**src/rtl/key_fetch_pkg.sv**
```systemverilog
// Shared types and defaults for the key-ROM fetch engine.
// Holds the FSM state encoding and the default parameter widths.
package key_fetch_pkg;

  localparam int ADDR_BITS_D  = 5;
  localparam int DATA_WIDTH_D = 128;

  typedef enum logic [1:0] {
    IDLE,
    ISSUE,
    WAIT,
    HOLD
  } state_t;

endpackage

```
**src/rtl/key_fetch.sv**
```systemverilog
// Fetches a burst of key words from a registered key ROM and presents
// them one at a time on a valid/ready port.
//
// Ports:
//   clk, rst             rising-edge clock, sync active-high reset
//   req_valid/req_ready  burst request handshake
//   req_idx, req_cnt     first ROM index, key count minus one
//   rom_en, rom_addr     key ROM read strobe and address
//   rom_data             ROM read data, one-cycle latency
//   key_valid/key_ready  key output handshake
//   key_data, key_last   fetched key, final-key-of-burst flag
//   busy                 high whenever a burst is in progress
module key_fetch
  import key_fetch_pkg::*;
#(
  parameter int ADDR_BITS  = ADDR_BITS_D,
  parameter int DATA_WIDTH = DATA_WIDTH_D
) (
  input  logic                  clk,
  input  logic                  rst,
  input  logic                  req_valid,
  output logic                  req_ready,
  input  logic [ADDR_BITS-1:0]  req_idx,
  input  logic [ADDR_BITS-1:0]  req_cnt,
  output logic                  rom_en,
  output logic [ADDR_BITS-1:0]  rom_addr,
  input  logic [DATA_WIDTH-1:0] rom_data,
  output logic                  key_valid,
  input  logic                  key_ready,
  output logic [DATA_WIDTH-1:0] key_data,
  output logic                  key_last,
  output logic                  busy
);

  state_t state, state_nx;

  logic [ADDR_BITS-1:0]  cur_addr;
  logic [ADDR_BITS-1:0]  remaining;
  logic [DATA_WIDTH-1:0] key_q;
  logic                  accept;
  logic                  advance;
  logic                  last;

  assign last     = (remaining == '0);
  assign rom_addr = cur_addr;
  assign key_data = key_q;

  always_ff @(posedge clk) begin
    if (rst) begin
      state <= IDLE;
    end else begin
      state <= state_nx;
    end
  end

  // All outputs decode from registered state only, so neither
  // rom_data nor key_ready reaches an output combinationally.
  always_comb begin
    state_nx  = state;
    req_ready = 1'b0;
    rom_en    = 1'b0;
    key_valid = 1'b0;
    key_last  = 1'b0;
    busy      = 1'b1;
    accept    = 1'b0;
    advance   = 1'b0;
    unique case (state)
      IDLE: begin
        req_ready = 1'b1;
        busy      = 1'b0;
        if (req_valid) begin
          accept   = 1'b1;
          state_nx = ISSUE;
        end
      end
      ISSUE: begin
        rom_en   = 1'b1;
        state_nx = WAIT;
      end
      WAIT: begin
        state_nx = HOLD;
      end
      HOLD: begin
        key_valid = 1'b1;
        key_last  = last;
        if (key_ready) begin
          if (last) begin
            state_nx = IDLE;
          end else begin
            advance  = 1'b1;
            state_nx = ISSUE;
          end
        end
      end
      default: begin
        state_nx = IDLE;
      end
    endcase
  end

  // Address increment wraps naturally at 2^ADDR_BITS.
  always_ff @(posedge clk) begin
    if (rst) begin
      cur_addr  <= '0;
      remaining <= '0;
      key_q     <= '0;
    end else begin
      if (accept) begin
        cur_addr  <= req_idx;
        remaining <= req_cnt;
      end
      if (advance) begin
        cur_addr  <= cur_addr + ADDR_BITS'(1);
        remaining <= remaining - ADDR_BITS'(1);
      end
      if (state == WAIT) begin
        key_q <= rom_data;
      end
    end
  end

endmodule

```
**config.mk**
```make
export PLATFORM = sky130hd
export DESIGN_NAME = key_fetch
export DESIGN_NICKNAME = d
export VERILOG_FILES = /design/src/rtl/key_fetch_pkg.sv /design/src/rtl/key_fetch.sv
export SDC_FILE = /design/constraint.sdc
export NUM_CORES = 1
export LEC_CHECK = 0
export CORE_MARGIN = 4
export CORE_UTILIZATION = 39
export CTS_CLUSTER_DIAMETER = 150
export DETAILED_ROUTE_END_ITERATION = 6
export PLACE_DENSITY = 0.83
export SETUP_SLACK_MARGIN = 0.5
export SLEW_MARGIN = 15
export SYNTH_ARGS = -nofsm -noshare
export SYNTH_HDL_FRONTEND = slang
export SYNTH_SLANG_ARGS = --single-unit
```
**constraint.sdc**
```tcl
create_clock -name clk -period 2.4 [get_ports clk]
set_clock_uncertainty 0.1 [all_clocks]
set_input_delay 0.48 -clock clk [delete_from_list [all_inputs] [get_ports clk]]
set_output_delay 0.48 -clock clk [all_outputs]
set_load 0.05 [all_outputs]
```
==> impl_metrics.tcl <==
set metrics [dict create \
    cp.arrival_ns 1.72 \
    ys_seq_area_share_pct 53.6 \
    end_kind "primary output" \
    cts-buffers-inserted 17 \
    clkLatencyLatePin_ns 0.41 \
    nets 936 \
    synthCells 503 \
    diodes 0 \
    holdPathStages 2 \
    swShare_pct 40.8 \
    combinationalPowerShare_pct 45.2 \
    vdd_drop_max_v 0.000663 \
    rsz0062_at_grt "true" \
    setup_viol 0 \
    rrSetupSlack_ns 0.33 \
    ff2ff_path_depth 9 \
    rows 42 \
    grt_start_max_net_pins 141 \
    final.setup.worst_slack_ns 0.0966 \
    port_buffers 279 \
    area_growth_pct 67.1 \
    tightest_slew_ns 0.645 \
    dieArea_um2 15300 \
    syn_area_um2 5230 \
    dp_hpwl_um 11700 \
    p_sw_uw 4110 \
    syn_nets 652 \
    setup_tns_ns 0 \
    root_buffer "clkbuf_16" \
    critPathLaunch "remaining[1]$_SDFFE_PP0P_" \
    ys_ff_latch 140 \
    cts_sinks 140 \
    synth_cell_type_count 32 \
    max_clock_freq_ghz 0.434 \
    clkPwrFrac_pct 24.2 \
    hold_buffers 0 \
    holdCritPathClass "reg -> reg" \
    routed-via-count 4734 \
    fin_area_um2 8740 \
    dpl_worst_slack_ns 0.343 \
    intPower_uw 5970 \
    drive_gt1_share_pct 13.5 \
    drt-initial-drc-count 281 \
    drc 0 \
    relSlewSlack_pct 57.0 \
    timing.rr.start "remaining[1]$_SDFFE_PP0P_" \
    initial_core_util_pct 39.6 \
    core_area_um2 13200 \
    drv_slew 0 \
    synth_area_per_cell_um2 10.4 \
    grt_pass1_wl_um 23800 \
    hold_viol_final 0 \
    path_class "reg -> out" \
    critPathLaunchType "flip-flop" \
    clock_tree.buffer_depth 2 \
    ys.flop_type "dfxtp_1" \
    wl_per_cell_um 16.6 \
    status "finished clean" \
    hp-start "key_data[122]$_SDFFE_PP0N_" \
    cts_tree "yes" \
    seq_power_share_pct 30.7 \
    placed_area_um2 8230 \
    critPathMaxFanout 2 \
    p_leak_uw 0.00350 \
    finalCriticalPeriod_ns 2.30 \
    via_per_inst 4.86 \
    r2r-end "rom_addr[1]$_SDFFE_PP0P_" \
    h-tree-depth 4 \
    ios 280 \
    die_w_um 124 \
    ys_warn_count 0 \
    gp_congestion 0.818 \
    overflow 0 \
    clk_pin_slew_ns 0.05 \
    power-per-cell-area_nw_per_um2 1150 \
    antenna_found_initial 0 \
    drv_cap 0 \
    die_h_um 124 \
    min_to "key_data[122]$_SDFFE_PP0N_" \
    totalWireLength_um 16200 \
    finalCritPeriodShare_pct 96.0 \
    synth_edf_count 0 \
    grt_use_total_pct 20.1 \
    ant_nets 0 \
    required_ns 1.82 \
    synthArstFlopShare_pct 0 \
    grt_pass1_vias 4919 \
    drtPass1Iterations 5 \
]
[cell usage after synthesis, drive strengths merged, types with 2 or more instances]
library cell | instances | area share, %
buf | 16 | 1.6
and3 | 2 | 0.26
nand2 | 6 | 0.43
a31oi | 10 | 1.2
clkbuf | 16 | 1.1
dfxtp | 140 | 54
inv | 6 | 0.43
nand3 | 12 | 1.1
ha | 7 | 1.7
nand3b | 2 | 0.29
nor2 | 131 | 9.5
mux2i | 129 | 25
nor4b | 2 | 0.45
o21ai | 5 | 0.69
and2 | 2 | 0.24
a21oi | 3 | 0.29
nor3b | 3 | 0.43
a221oi | 3 | 0.62
nor4 | 3 | 0.36
[logic make-up (layout without fill, tap and decap cells)]
family          after synthesis  count (layout)  synth area share [%]
simple gates                164             164                  13.3
flops                       140             140                  53.6
mux                         129             129                  24.7
buf+inv                      38             334                  3.18
compound gates               25              25                  3.57
fa+ha+maj                     7               7                  1.67
[through the flow]
stage	power [uW]	hold WS (ns)	utilization, %	cells
after global routing	10600	0.417	66.2	975
after floorplan	6310	0.363	-	503
after global placement	7670	0.372	62.4	931
final	10100	0.388	66.2	975
after detailed placement	7810	0.380	62.4	931
after CTS	10100	0.391	66.1	971
[cell usage in the layout, fill, tap and decap left out, types with 4 or more instances in the layout]
| cell type | count |
|---|---|
| a31oi_1 | 10 |
| nor2_1 | 130 |
| nand3_1 | 12 |
| dlygate4sd2_1 | 38 |
| clkdlybuf4s15_2 | 6 |
| mux2i_1 | 129 |
| buf_6 | 5 |
| clkdlybuf4s15_1 | 60 |
| buf_4 | 15 |
| clkbuf_16 | 17 |
| clkbuf_1 | 6 |
| dfxtp_1 | 136 |
| clkinv_2 | 4 |
| clkbuf_2 | 29 |
| clkdlybuf4s50_1 | 140 |
| nand2_1 | 6 |
| buf_12 | 4 |
[worst max path at each step]
stage / to / slack, ns / cells past startpoint
detailed placement: remaining[1]$_SDFFE_PP0P_ / 0.34 / 5
global placement: remaining[1]$_SDFFE_PP0P_ / 0.43 / 5
floorplan: key_last / 0.41 / 4
CTS: key_last / 0.07 / 5
finish: key_last / 0.1 / 5
global route: key_last / 0.02 / 5
[power by group through the flow]
stage | sequential (uW) | clock, uW | combinational, uW
after floorplan | 4510 | 0 | 1800
after global placement | 3090 | 0 | 4580
after detailed placement | 3120 | 0 | 4680
after CTS | 3070 | 2480 | 4520
after global routing | 3140 | 2600 | 4820
final | 3090 | 2430 | 4550
[metal layers]
layer | GRT usage, % | part of all wire (%)
met5 | 0 | 0
met4 | 9.55 | 3.2
met3 | 10.1 | 11
met2 | 34.9 | 50
met1 | 19.9 | 35
[worst max-delay path, stage by stage, from the launching register on]
cell     delay (ns)
dfxtp_2        0.32
inv_2          0.08
ha_4           0.14
or3b_4         0.39
nor3b_4        0.22
buf_12         0.16
[repair_timing]
item	in CTS	in global routing
endpoints found under the setup margin	141	100
buffers inserted	9	4
gates resized for setup	172	108
hold endpoints to repair	0	0
pin swaps	3	5
[sequential cells by signal (all words and copies together) (netlist names)]
| name | cells |
|---|---|
| state | 2 |
| rom_addr | 5 |
| key_data | 128 |
| remaining | 5 |
[layout make-up]
class	instances	area, um2
clock buffers	23	448
clock inverters	8	95.1
fillers	1021	4450
inverters	6	31.3
multi-input cells	325	2330
flip-flops and latches	140	2810
well taps	176	220
repair buffers	297	2800
Note: power is estimated with default switching activity, not from simulation.
